$ cat config.mk
export PLATFORM = sky130hd
export DESIGN_NAME = pipe_stage_reg
export DESIGN_NICKNAME = d
export VERILOG_FILES = /design/src/rtl/pipe_pkg.sv /design/src/rtl/pipe_skid_buf.sv /design/src/rtl/pipe_stage_reg.sv
export SDC_FILE = /design/constraint.sdc
export NUM_CORES = 1
export LEC_CHECK = 0
export BUFFER_PORTS_ARGS = -buffer_cell sky130_fd_sc_hd__buf_2
export CAP_MARGIN = 25
export CORE_MARGIN = 10
export CORE_UTILIZATION = 49
export DETAILED_ROUTE_END_ITERATION = 6
export PLACE_DENSITY_LB_ADDON = 0.25
export RECOVER_POWER = 50
export SYNTH_ARGS = -nofsm -noshare
export SYNTH_HDL_FRONTEND = slang
export SYNTH_SLANG_ARGS = --single-unit
$ cat constraint.sdc
create_clock -name clk -period 2.53 [get_ports clk]
set_input_delay 0.506 -clock clk [delete_from_list [all_inputs] [get_ports clk]]
set_output_delay 0.506 -clock clk [all_outputs]
set_load 0.02 [all_outputs]
$ cat src/rtl/pipe_pkg.sv
// Shared types and per-stage widths for the inter-stage pipeline register.
// Optional skid buffer is enabled with PIPE_SKID_BUF_EN.
package pipe_pkg;

    typedef enum logic [1:0] {
        ST_EMPTY,
        ST_ONE,
        ST_FULL
    } stage_st_t;

    localparam int IF_ID_CTRL_W  = 2;
    localparam int IF_ID_DATA_W  = 64;
    localparam int ID_EX_CTRL_W  = 12;
    localparam int ID_EX_DATA_W  = 149;
    localparam int EX_MEM_CTRL_W = 6;
    localparam int EX_MEM_DATA_W = 108;
    localparam int MEM_WB_CTRL_W = 3;
    localparam int MEM_WB_DATA_W = 69;

endpackage

$ cat src/rtl/pipe_skid_buf.sv
// Two-entry stage (main + skid) with a registered ready.
// Built into pipe_stage_reg only when PIPE_SKID_BUF_EN is defined.
module pipe_skid_buf
    import pipe_pkg::*;
#(
    parameter int W   = 161,
    parameter bit CLR = 1'b0
) (
    input  logic         clk,
    input  logic         reset_n,
    input  logic         i_flush,
    input  logic         i_valid,
    output logic         o_ready,
    input  logic [W-1:0] i_bus,
    output logic         o_valid,
    input  logic         i_ready,
    output logic [W-1:0] o_bus
);

    stage_st_t r_st;
    stage_st_t w_st_nxt;
    logic [W-1:0] r_main;
    logic [W-1:0] r_skid;
    logic w_acc;
    logic w_drn;
    logic w_ld_main;
    logic w_ld_skid;
    logic w_mv;

    always_comb begin
        w_acc     = i_valid & (r_st != ST_FULL);
        w_drn     = (r_st != ST_EMPTY) & i_ready;
        w_st_nxt  = r_st;
        w_ld_main = 1'b0;
        w_ld_skid = 1'b0;
        w_mv      = 1'b0;
        unique case (r_st)
            ST_EMPTY: begin
                if (w_acc) begin
                    w_st_nxt  = ST_ONE;
                    w_ld_main = 1'b1;
                end
            end
            ST_ONE: begin
                if (w_acc & ~w_drn) begin
                    w_st_nxt  = ST_FULL;
                    w_ld_skid = 1'b1;
                end else if (w_drn & ~w_acc) begin
                    w_st_nxt = ST_EMPTY;
                end else if (w_acc & w_drn) begin
                    w_ld_main = 1'b1;
                end
            end
            ST_FULL: begin
                if (w_drn) begin
                    w_st_nxt = ST_ONE;
                    w_mv     = 1'b1;
                end
            end
            default: w_st_nxt = ST_EMPTY;
        endcase
        // flush wins over every transfer, including one accepted this cycle
        if (i_flush) begin
            w_st_nxt  = ST_EMPTY;
            w_ld_main = 1'b0;
            w_ld_skid = 1'b0;
            w_mv      = 1'b0;
        end
    end

    always_ff @(posedge clk or negedge reset_n) begin
        if (!reset_n) begin
            r_st <= ST_EMPTY;
        end else begin
            r_st <= w_st_nxt;
        end
    end

    always_ff @(posedge clk or negedge reset_n) begin
        if (!reset_n) begin
            r_main <= '0;
        end else if (i_flush) begin
            if (CLR) begin
                r_main <= '0;
            end
        end else if (w_ld_main) begin
            r_main <= i_bus;
        end else if (w_mv) begin
            r_main <= r_skid;
        end
    end

    always_ff @(posedge clk or negedge reset_n) begin
        if (!reset_n) begin
            r_skid <= '0;
        end else if (w_ld_skid) begin
            r_skid <= i_bus;
        end
    end

    assign o_ready = (r_st != ST_FULL);
    assign o_valid = (r_st != ST_EMPTY);
    assign o_bus   = r_main;

endmodule

$ cat src/rtl/pipe_stage_reg.sv
// Inter-stage pipeline register with flush, bubble zeroing and stall counter.
// Define PIPE_SKID_BUF_EN for the two-entry registered-ready variant.
module pipe_stage_reg
    import pipe_pkg::*;
#(
    parameter int CTRL_W   = ID_EX_CTRL_W,
    parameter int DATA_W   = ID_EX_DATA_W,
    parameter bit CLR_DATA = 1'b0,
    parameter int CNT_W    = 16
) (
    input  logic              clk,
    input  logic              reset_n,
    input  logic              flush,
    input  logic              in_valid,
    output logic              in_ready,
    input  logic [CTRL_W-1:0] in_ctrl,
    input  logic [DATA_W-1:0] in_data,
    output logic              out_valid,
    input  logic              out_ready,
    output logic [CTRL_W-1:0] out_ctrl,
    output logic [DATA_W-1:0] out_data,
    output logic [CNT_W-1:0]  stall_cnt
);

    logic [CNT_W-1:0] r_stall;
    logic w_stall;

`ifdef PIPE_SKID_BUF_EN
    logic [CTRL_W+DATA_W-1:0] w_bus;
    logic w_valid;

    pipe_skid_buf #(
        .W   (CTRL_W + DATA_W),
        .CLR (CLR_DATA)
    ) u_skid (
        .clk     (clk),
        .reset_n (reset_n),
        .i_flush (flush),
        .i_valid (in_valid),
        .o_ready (in_ready),
        .i_bus   ({in_ctrl, in_data}),
        .o_valid (w_valid),
        .i_ready (out_ready),
        .o_bus   (w_bus)
    );

    // main entry keeps stale control after drain/flush; mask it here
    assign out_valid = w_valid;
    assign out_ctrl  = w_valid ? w_bus[CTRL_W+DATA_W-1:DATA_W] : '0;
    assign out_data  = w_bus[DATA_W-1:0];
`else
    logic              r_valid;
    logic [CTRL_W-1:0] r_ctrl;
    logic [DATA_W-1:0] r_data;
    logic w_acc;
    logic w_drn;

    assign in_ready = ~r_valid | out_ready;
    assign w_acc    = in_valid & in_ready;
    assign w_drn    = r_valid & out_ready;

    always_ff @(posedge clk or negedge reset_n) begin
        if (!reset_n) begin
            r_valid <= 1'b0;
            r_ctrl  <= '0;
            r_data  <= '0;
        end else if (flush) begin
            r_valid <= 1'b0;
            r_ctrl  <= '0;
            if (CLR_DATA) begin
                r_data <= '0;
            end
        end else if (w_acc) begin
            r_valid <= 1'b1;
            r_ctrl  <= in_ctrl;
            r_data  <= in_data;
        end else if (w_drn) begin
            r_valid <= 1'b0;
            r_ctrl  <= '0;
        end
    end

    assign out_valid = r_valid;
    assign out_ctrl  = r_ctrl;
    assign out_data  = r_data;
`endif

    assign w_stall = out_valid & ~out_ready;

    always_ff @(posedge clk or negedge reset_n) begin
        if (!reset_n) begin
            r_stall <= '0;
        end else if (w_stall && (r_stall != {CNT_W{1'b1}})) begin
            r_stall <= r_stall + CNT_W'(1);
        end
    end

    assign stall_cnt = r_stall;

endmodule
# --- After elaboration in Yosys (flattened, before gate mapping) ---
# Cells that the tools add are included.
word_totals:
  input_bits: 166
  wordCells: 22
  output_inout_bits: 179
  regBits: 178
classes:
  n_bitwise: 7
  add_sub_neg: 1
  n_mux: 6
  n_eq_ne: 1
  n_reduce_logical: 3
ops:
  columns: ["operator", "count"]
  rows:
  - ["$mux 12", 3]
  - ["$add 16x1->16 const B", 1]
  - ["$ne 16x16->1 const B", 1]
  - ["$and 1x1->1", 3]
  - ["$mux 1", 3]
  - ["$not 1->1", 3]
  - ["$reduce_bool 3->1", 1]
  - ["$reduce_and 2->1", 1]
  - ["$logic_and 1x1->1", 1]
  - ["$or 1x1->1", 1]

# --- Depth between registers and ports, before layout ---
# Gate-level depths: netlist (run 1).
depth:
  word_depth: 5
  mapped_depth: 6
  mapped_depth_nobuf: 5

# --- Least setup slack after synthesis (run 1) ---
# No wires, ideal clock.
synth_path:
  path_type: "input-to-reg"
  from: "in out_ready"
  to: "reg r_data[100], in the netlist out_data[100]"
  setup_slack_ps: 767
  n_path_buf: 3
  arrival_ps: 1638
  path_stages: 6
  required_ps: 2405
  setup_ps: 125
  cell_sequence: "and2b_4 -> nor3b_1 -> buf_2 -> buf_6 -> buf_6 -> mux2_2"
synth_via:
  elab_chain_cells: 3
synth_rtl:
  columns: ["element", "line_no", "text"]
  rows:
  - ["start: declaration", "pipe_stage_reg.sv:19", "input logic out_ready,"]
  - ["$or 1x1->1", "pipe_stage_reg.sv:58", "assign in_ready = ~r_valid | out_ready;"]
  - ["$and 1x1->1", "pipe_stage_reg.sv:59", "assign w_acc = in_valid & in_ready;"]
  - ["$reduce_and 2->1 (no line)", null, null]
  - ["end signal: assignment", "pipe_stage_reg.sv:76", "r_data <= in_data;"]
  - ["end: declaration", "pipe_stage_reg.sv:54", "logic [DATA_W-1:0] r_data;"]
# Every way passes these cells.
# A chain may end at the register's enable or synchronous reset.

# --- Worst setup path after layout (run 1) ---
layout_path:
  from: "reg r_valid, in the netlist out_valid"
  to: "reg r_data[139], in the netlist out_data[139]"
layout_via:
  elab_chain_cells: 4
layout_rtl:
  columns: ["element", "line_no", "text"]
  rows:
  - ["start: declaration", "pipe_stage_reg.sv:52", "logic r_valid;"]
  - ["start signal: assignment", "pipe_stage_reg.sv:64", "r_valid <= 1'b0;"]
  - ["start signal: assignment", "pipe_stage_reg.sv:68", "r_valid <= 1'b0;"]
  - ["start signal: assignment", "pipe_stage_reg.sv:74", "r_valid <= 1'b1;"]
  - ["$not 1->1", "pipe_stage_reg.sv:58", null]
  - ["$or 1x1->1", "pipe_stage_reg.sv:58", null]
  - ["$and 1x1->1", "pipe_stage_reg.sv:59", null]
  - ["$reduce_and 2->1 (no line)", null, null]
# Every way passes these cells.

==> summary.md, run 1 <==
| Metric | Value |
|---|---|
| Status | `complete, no violations` |
| Post-synthesis sequential area ratio | `65.2%` |
| GRT Resource Usage Total | `21.0%` |
| RSZ-0062 raised after global routing | `no` |
| Syn Inst Count | `417` |
| Seq cells post-synth | `178` |
| CTS root buf | `clkbuf_16` |
| HP Class | `in2reg` |
| Number of remaining DRC errors | `0` |
| CP Capture Type | `register` |
| Worst EP arrival | `2.36 ns` |
| M3 GR Usage | `8.80%` |
| Max Fclk | `486 MHz` |
| Initial DRC Count | `164` |
| Period utilisation layout | `81.3%` |
| Total power | `7.98 mW` |
| Final instance area | `9220 um^2` |
| CTS HTree Levels | `4` |
| Fin crit period | `2.06 ns` |
| Synth warn | `0` |
| Row count | `43` |
| Number of I/O pins | `345` |
| Clock latency on the worst-skew pair | `0.42 ns` |
| Synth cell types | `32` |
| Die area | `19,100 um^2` |
| Via-to-Cell Ratio | `5.01` |
| Reg clk slew, reported paths | `0.07 ns` |
| Slew margin rel. | `30.7%` |
| DP Cell Count | `930` |
| # port buffers | `344` |
| Layer carrying the most global-route usage | `met2` |
| Met1 Use GR | `21.4%` |
| Vias | `4,828` |
| Endpoints failing setup | `0` |
| Grt ovf | `0` |
| Cts repair resizes | `0` |
| WP data required | `2.84 ns` |
| Setup Buffers After CTS | `0` |
| Setup tns final | `0 ns` |
| TritonCTS clock tree | `done` |
| First-pass GRT wire length | `31,500 um` |
| RD Place Congestion | `0.852` |
| Cell Area, Synth | `6830 um^2` |
| Vias in the first global route | `5,420` |
| Fin Clk Skew | `0.00621 ns` |
| Fin. Hold Viols | `0` |
| Nets | `937` |
| Power Density | `866 nW/um^2` |
| Syn avg cell area | `16.4 um^2` |
| Largest net degree at the start of global routing | `77` |
| Detailed Routing Iterations Pass 1 | `4` |
| Lkg Pwr | `4.40 nW` |
| Crit Path Class | `reg2reg` |
| CP max FO | `76` |
| DP Area | `8760 um^2` |
| Core Box Area | `13,800 um^2` |
| Fraction of layout cells with a size suffix above 1 | `56.4%` |
| Initial antenna violation count | `2` |
| Syn_nets | `584` |
| Max Cap Viol | `0` |
| Actual slew at the worst max-slew pin | `1.04 ns` |
| Average wire per cell in the routed design | `21.0 um` |
| Non-filler cells in the finished layout | `964` |
| Worst vdd ir | `0.000541 V` |
| Crit start category | `register` |
| CTS Buf Count | `17` |
| Die H | `138 um` |
| DRT antenna net count | `0` |
| Initial core utilization | `49.6%` |
| Hpwl dp | `16,200 um` |
| Final core occ | `66.9%` |
| Area growth, synth to finish | `35.1%` |
| Met2 usage | `37.3%` |
| Max clock buf depth | `2` |
| Hold-fix buffers at CTS | `1` |
| Clock sink count | `178` |
| Die width | `138 um` |
| Total Wirelength | `20,200 um` |
| Final slew viol count | `0` |
## per-stage QoR
step,setup WS (ns),hold slack (ns)
floorplan,0.767,0.210
detailed placement,0.336,0.440
global route,0.262,0.270
finish,0.473,0.277
global placement,0.395,0.439
CTS,0.533,0.260
## routing by layer
layer,vias up,wire length [um]
li1,2208,-
met1,2382,7150
met2,208,10900
met3,28,1790
met4,2,403
met5,-,9
## critical path, stage by stage (launching register included)
cell	delay (ns)
dfrtp_1	0.40
and2b_1	0.26
nor3b_2	0.44
buf_12	0.39
mux2_2	0.40
## cells in the final DEF (no fill, tap or decap), drive strengths merged
cell         synthesis  layout
and4b                2       2
a22o                12      12
clkinvlp             0       4
nor4                 2       2
nand3                3       3
and4                 2       2
o21a                 1       1
dlygate4sd3          0       1
ha                   1       1
and2b                1       1
nor3b                1       1
diode                0       1
dfrtp              178     178
clkbuf               1     109
a31oi                1       1
clkinv               0       4
nor2                 8       8
nand2                6       6
nor3                 4       4
o21ai                1       1
o41ai                1       1
xnor2                7       7
a21oi                1       1
o41a                 1       1
inv                  1       3
bufinv               0       2
nand4                8       8
xor2                 6       6
buf                 18     263
o2111ai              1       1
mux2               149     149
## power breakdown
part / switching [mW] / internal, mW / leakage, nW / total [mW]
clock network: 1.07 / 1.48 / 0.273 / 2.56
registers: 0.271 / 3.30 / 2.14 / 3.57
logic: 1.14 / 0.718 / 1.99 / 1.86
total: 2.48 / 5.50 / 4.40 / 7.98
## sequential cells by signal, indices dropped and copies added, names as in the netlist
register and flops:
stall_cnt 16, out_ctrl 12, out_data 149, out_valid 1
## Yosys cell counts
cell,count,area [um^2]
a21oi_1,1,5.00
a22o_1,12,105
a31oi_1,1,6.26
and2b_4,1,10.0
and4_1,2,17.5
and4b_1,2,20.0
buf_2,9,45.0
buf_6,9,101
clkbuf_1,1,3.75
dfrtp_1,178,4450
ha_1,1,12.5
inv_1,1,3.75
mux2_1,7,78.8
mux2_2,142,1600
nand2_1,6,22.5
nand3_1,2,10.0
nand3_2,1,10.0
nand4_1,6,37.5
nand4_2,1,12.5
nand4_4,1,21.3
nor2_1,8,30.0
nor3_1,4,20.0
nor3b_1,1,7.51
nor4_1,1,6.26
nor4_2,1,12.5
o2111ai_1,1,8.76
o21a_1,1,7.51
o21ai_0,1,5.00
o41a_1,1,11.3
o41ai_4,1,27.5
xnor2_1,7,61.3
xor2_1,6,52.6
## layout make-up
| cell class | count | area (um^2) |
|---|---|---|
| diodes | 1 | 2.50 |
| clock buffers | 20 | 447 |
| multi-input cells | 219 | 2220 |
| inverters | 1 | 3.75 |
| repair buffers | 353 | 1740 |
| fillers | 1079 | 4550 |
| well taps | 180 | 225 |
| flip-flops and latches | 178 | 4450 |
| clock inverters | 12 | 131 |
## cell families after synthesis
| family | Yosys count | share of synthesized area [%] |
|---|---|---|
| multiplexers | 149 | 24.6 |
| adder cells (fa/ha/maj) | 1 | 0.183 |
| AND/OR/NAND/NOR | 37 | 3.48 |
| buffers and inverters | 20 | 2.25 |
| flip-flops | 178 | 65.2 |
| AO/OA/AOI/OAI | 19 | 2.58 |
| XOR/XNOR | 13 | 1.67 |
## worst paths after layout
path                                from       endpoint  slack (ns)  cells past startpoint
max reg2reg                    out_valid  out_data[139]        0.47                      4
min in group asynchronous        reset_n  out_data[142]        0.78                      2
max in group asynchronous        reset_n   out_data[13]        0.55                      3
min reg2reg                out_data[130]  out_data[130]        0.49                      1
max                            out_valid  out_data[139]        0.47                      4
min                                flush      out_valid        0.28                      2
Power figures use the tool's default switching activity.
==> run 2, diff against run 1 <==
--- a/config.mk
+++ b/config.mk
@@ -8,7 +8,7 @@
 export BUFFER_PORTS_ARGS = -buffer_cell sky130_fd_sc_hd__buf_2
 export CAP_MARGIN = 25
 export CORE_MARGIN = 10
-export CORE_UTILIZATION = 49
+export CORE_UTILIZATION = 41
 export DETAILED_ROUTE_END_ITERATION = 6
 export PLACE_DENSITY_LB_ADDON = 0.25
 export RECOVER_POWER = 50
==> constraint.sdc (replaced) <==
create_clock -name clk -period 1.7 [get_ports clk]
set_input_delay 0.34 -clock clk [delete_from_list [all_inputs] [get_ports clk]]
set_output_delay 0.34 -clock clk [all_outputs]
set_load 0.02 [all_outputs]
==> summary.md, run 2 (synthesis gave the netlist of run 1 again) <==
| Metric | Value |
|---|---|
| Status | `finished, violations left` |
| Failing checks | `setup timing` |
| Most frequent cells in the layout | `342 x buf_2, 176 x dfrtp_1, 97 x mux2_2, 47 x mux2_4, 31 x buf_4` |
| Max Cap Viol | `0` |
| WP data required | `2.00 ns` |
| Detailed Routing Iterations Pass 1 | `4` |
| Die width | `149 um` |
| CP max FO | `7` |
| Non-filler cells in the finished layout | `1,049` |
| Layout fillers | `1,331` |
| Initial core utilization | `41.5%` |
| Worst EP arrival | `2.08 ns` |
| Clock latency on the worst-skew pair | `0.42 ns` |
| RSZ-0062 raised after global routing | `yes` |
| Lkg Pwr | `5.09 nW` |
| Final slew viol count | `0` |
| Number of remaining DRC errors | `0` |
| Setup tns final | `-6.85 ns` |
| WP buf/inv | `4` |
| Switching share of power | `31.5%` |
| CTS Buf Count | `17` |
| Die area | `22,200 um^2` |
| DP Cell Count | `1,002` |
| Crit start category | `register` |
| Fin crit period | `1.78 ns` |
| Reg clk slew, reported paths | `0.07 ns` |
| Net Switching | `3.85 mW` |
| Cell family with most CP delay | `buffers and inverters` |
| Comb power frac | `26.3%` |
| Initial DRC Count | `109` |
| Initial antenna violation count | `1` |
| Via-to-Cell Ratio | `4.85` |
| Fraction of layout cells with a size suffix above 1 | `70.6%` |
| Max Fclk | `562 MHz` |
| First-pass GRT wire length | `30,900 um` |
| RD Place Congestion | `0.829` |
| Most common cell on crit path | `buf_6` |
| Area growth, synth to finish | `47.5%` |
| Commonest non-fill, non-tap cell in the layout | `buf_2` |
| Period utilisation layout | `105%` |
| GRT Resource Usage Total | `17.7%` |
| Fin. Hold Viols | `0` |
| HP Class | `in2reg` |
| Fin Clk Skew | `0.00604 ns` |
| Vias in the first global route | `5,522` |
| Endpoints failing setup | `138` |
| Vias | `5,090` |
| Average wire per cell in the routed design | `20.2 um` |
| Core Box Area | `16,500 um^2` |
| # port buffers | `344` |
| DRT antenna net count | `0` |
| Final core occ | `61.2%` |
| R2R Setup Slk | `-0.08 ns` |
| Multi-input gate area | `2430 um^2` |
| Register area | `4460 um^2` |
| Internal | `8.38 mW` |
| Worst-path cell chain | `and2b_4 -> nor3b_4 -> buf_6 -> buf_6 -> clkbuf_16 -> buf_4 -> mux2_2` |
| Max stage delay on crit path | `0.42 ns` |
| Row count | `47` |
| Slew margin rel. | `40.8%` |
| Sequential power share | `43.4%` |
| Actual slew at the worst max-slew pin | `0.889 ns` |
| Final worst slack | `-0.0792 ns` |
| Max clock buf depth | `2` |
| Crit Path Class | `reg2reg` |
| Clock sink count | `178` |
| Worst vdd ir | `0.000679 V` |
| Power share of the clock group | `30.3%` |
| Die H | `149 um` |
| Slowest stage cell, crit path | `dfrtp_2` |
| Total Wirelength | `21,200 um` |
| Largest net degree at the start of global routing | `57` |
| Antenna cell count | `0` |
| Largest register FFs | `149` |
| Number of I/O pins | `345` |
| Total power | `12.2 mW` |
| CTS HTree Levels | `4` |
| CTS root buf | `clkbuf_16` |
| Power Density | `1210 nW/um^2` |
| TritonCTS clock tree | `done` |
| CP Capture Type | `register` |
| Hpwl dp | `16,200 um` |
| Nets | `984` |
| Grt ovf | `0` |
run 2: per-layer routing:
| metal | vias to the layer above | share of wire [%] | GRT usage [%] | routed length [um] |
|---|---|---|---|---|
| met2 | 240 | 51 | 30.3 | 10800 |
| li1 | 2303 | - | - | - |
| met4 | 0 | 1.5 | 6.23 | 322 |
| met3 | 23 | 12 | 9.65 | 2520 |
| met1 | 2524 | 36 | 17.9 | 7590 |
| met5 | - | 0 | 0 | 0 |
run 2: final cells by class:
type | instances | area share, %
inverters | 1 | 0.0621
multi-input cells | 219 | 24.1
flip-flops and latches | 178 | 44.3
clock buffers | 18 | 4.26
clock inverters | 13 | 1.24
repair buffers | 400 | 23.3
well taps | 220 | 2.73
run 2: power groups by stage:
stage	Clock (mW)	Sequential (mW)	Combinational [mW]
floorplan	0	6.20	0.770
global placement	0	5.31	2.97
detailed placement	0	5.34	3.03
CTS	3.81	5.28	3.05
global route	4.00	5.39	3.42
finish	3.71	5.30	3.21
run 2: worst paths after layout:
kind / end / depth (start not counted) / startpoint
max in group asynchronous: stall_cnt[0] / 3 / reset_n
hold reg to reg: out_data[134] / 1 / out_data[134]
setup reg to reg: out_data[101] / 7 / out_valid
hold / removal: out_valid / 2 / flush
setup / recovery: out_data[101] / 7 / out_valid
min in group asynchronous: out_data[94] / 2 / reset_n
run 2: per-stage QoR:
| step | instance area, um^2 | hold WS, ns | worst slack, ns |
|---|---|---|---|
| 4_1_cts | 9700 | 0.113 | -0.0647 |
| 6_report | 10100 | 0.132 | -0.0792 |
| 3_5_place_dp | 9110 | 0.259 | -0.0892 |
| 2_1_floorplan | 6830 | 0.0444 | 0.0130 |
| 3_3_place_gp | 9110 | 0.250 | -0.0144 |
| 5_1_grt | 10100 | 0.125 | -0.130 |
run 2: timing repair:
item,in CTS,in global routing
setup buffers,2,12
endpoints found under the setup margin,133,146
cloned,0,2
endpoints found under the hold margin,27,0
pin swaps,0,5
gates resized for setup,7,59
hold buffers,1,0
==> run 3, diff against run 2 <==
--- a/config.mk
+++ b/config.mk
@@ -10,8 +10,10 @@
 export CORE_MARGIN = 10
 export CORE_UTILIZATION = 41
 export DETAILED_ROUTE_END_ITERATION = 6
+export HOLD_SLACK_MARGIN = 0.02
 export PLACE_DENSITY_LB_ADDON = 0.25
 export RECOVER_POWER = 50
+export REMOVE_ABC_BUFFERS = 1
 export SYNTH_ARGS = -nofsm -noshare
 export SYNTH_HDL_FRONTEND = slang
 export SYNTH_SLANG_ARGS = --single-unit
==> summary.md, run 3 (synthesis gave the netlist of run 1 again) <==
| Metric | Value |
|---|---|
| Final worst slack | `-0.0654 ns` |
| Crit Path Class | `reg2reg` |
| Initial antenna violation count | `2` |
| R2R Setup Slk | `-0.07 ns` |
| WP buf/inv | `3` |
| Core Box Area | `16,500 um^2` |
| Period utilisation layout | `104%` |
| Vias in the first global route | `5,643` |
| Die H | `149 um` |
| Slew margin rel. | `30.5%` |
| RSZ-0062 raised after global routing | `yes` |
| CP max FO | `19` |
| Reg clk slew, reported paths | `0.07 ns` |
| Nets | `977` |
| Failing checks | `setup timing` |
| Commonest non-fill, non-tap cell in the layout | `buf_2` |
| Via-to-Cell Ratio | `4.87` |
| Initial DRC Count | `175` |
| Total Wirelength | `22,000 um` |
| Actual slew at the worst max-slew pin | `1.04 ns` |
| Worst vdd ir | `0.000679 V` |
| HP Class | `in2reg` |
| Worst EP arrival | `2.06 ns` |
| Final core occ | `63.4%` |
| Fin crit period | `1.77 ns` |
| Average wire per cell in the routed design | `21.1 um` |
| Fin. Hold Viols | `0` |
| Layout fillers | `1,255` |
| Lkg Pwr | `5.41 nW` |
| CTS root buf | `clkbuf_16` |
| Total power | `12.9 mW` |
| Max Fclk | `566 MHz` |
| DP Worst Slack | `-0.196 ns` |
| Cell family with most CP delay | `buffers and inverters` |
| Worst reg2reg path endpoint | `out_data[135]` |
| TritonCTS clock tree | `done` |
| Max Cap Viol | `0` |
| Non-filler cells in the finished layout | `1,045` |
| Final instance area | `10,400 um^2` |
| Die area | `22,200 um^2` |
| Initial core utilization | `41.5%` |
| Fraction of layout cells with a size suffix above 1 | `69.9%` |
| Die width | `149 um` |
| Setup tns final | `-1.40 ns` |
| DP Area | `8980 um^2` |
| Status | `finished, violations left` |
| Endpoints failing setup | `56` |
| Hpwl dp | `15,700 um` |
| CP Capture Type | `register` |
| Crit start category | `register` |
| Clock sink count | `178` |
| Power Density | `1230 nW/um^2` |
| Final slew viol count | `0` |
| WP data required | `2.00 ns` |
| Largest register FFs | `149` |
| Detailed Routing Iterations Pass 1 | `4` |
| Area growth, synth to finish | `52.9%` |
| Slowest stage cell, crit path | `dfrtp_1` |
| # port buffers | `344` |
| Max clock buf depth | `2` |
| Most frequent cells in the layout | `343 x buf_2, 178 x dfrtp_1, 119 x mux2_4, 24 x mux2_2, 23 x buf_4` |
| Min-delay src | `in_data[131]` |
| Max stage delay on crit path | `0.39 ns` |
| First-pass GRT wire length | `32,100 um` |
| Hold Crit Depth | `2` |
| DP Cell Count | `991` |
| Row count | `47` |
| Worst-path cell chain | `and2b_4 -> nor3b_4 -> buf_6 -> buf_12 -> buf_16 -> mux2_1` |
| FF-to-FF path depth | `6` |
| CTS HTree Levels | `4` |
| DRT antenna net count | `0` |
| Fin Clk Skew | `0.00833 ns` |
| Grt ovf | `0` |
| Clock latency on the worst-skew pair | `0.43 ns` |
| R2R Path Start | `out_valid` |
| Number of remaining DRC errors | `0` |
| Hold Crit Endpoint | `out_data[131]` |
| Number of I/O pins | `345` |
| CTS Buf Count | `17` |
| Largest net degree at the start of global routing | `47` |
| GRT Resource Usage Total | `18.7%` |
| Vias | `5,094` |
| Hold Slack | `0.139 ns` |
| RD Place Congestion | `0.795` |
-- run 3: cell types whose count changed in the layout (fill, tap and decap cells not counted), sizes merged --
cell	before	now
clkbuf	24	25
inv	6	7
clkinv	2	4
buf	393	386
clkinvlp	5	0
diode	0	2
bufinv	1	3
-- run 3: worst register-to-register path: stages, from the launching register on --
cell and delay (ns):
dfrtp_1 0.39, and2b_4 0.19, nor3b_4 0.23, buf_6 0.17
buf_12 0.15, buf_16 0.17, mux2_1 0.36
-- run 3: worst max-delay path by stage --
| stage | depth (start not counted) | slack [ns] | startpoint | to |
|---|---|---|---|---|
| 2_1_floorplan | 3 | -11.82 | out_valid | out_data[0] |
| 3_3_place_gp | 6 | -0.14 | out_ready | out_data[133] |
| 3_5_place_dp | 6 | -0.20 | out_ready | out_data[133] |
| 4_1_cts | 7 | -0.11 | out_valid | out_data[42] |
| 5_1_grt | 6 | -0.15 | out_valid | out_data[135] |
| 6_report | 6 | -0.07 | out_valid | out_data[135] |
-- run 3: layout make-up --
cell class,count,area [um^2],area share [%]
diodes,2,5.00,0.0480
clock buffers,19,453,4.34
clock inverters,13,170,1.63
inverters,1,3.75,0.0360
multi-input cells,219,2690,25.7
flip-flops and latches,178,4450,42.7
well taps,220,275,2.64
repair buffers,393,2390,22.9
-- run 3: timing repair --
item / 4_1_cts / 5_1_grt
gates resized for setup: 79 / 70
setup buffers: 9 / 5
hold endpoints to repair: 32 / 0
pin swaps: 1 / 2
endpoints found under the setup margin: 150 / 173
hold buffers: 1 / 0
cloned: 7 / 2
-- run 3: layer usage --
metal	track usage, %	share of wire, %	vias to the layer above
met5	0	0	-
met4	7.26	2.5	0
met3	8.68	10	33
met2	30.7	50	258
met1	20.6	38	2526
li1	-	-	2277
-- run 3: where the power goes --
group	leakage [nW]	total, mW	internal [mW]	switching (mW)
Combinational	2.95	3.40	1.59	1.81
Clock	0.310	4.14	2.42	1.71
Sequential	2.14	5.31	4.91	0.401
Total	5.41	12.9	8.92	3.93
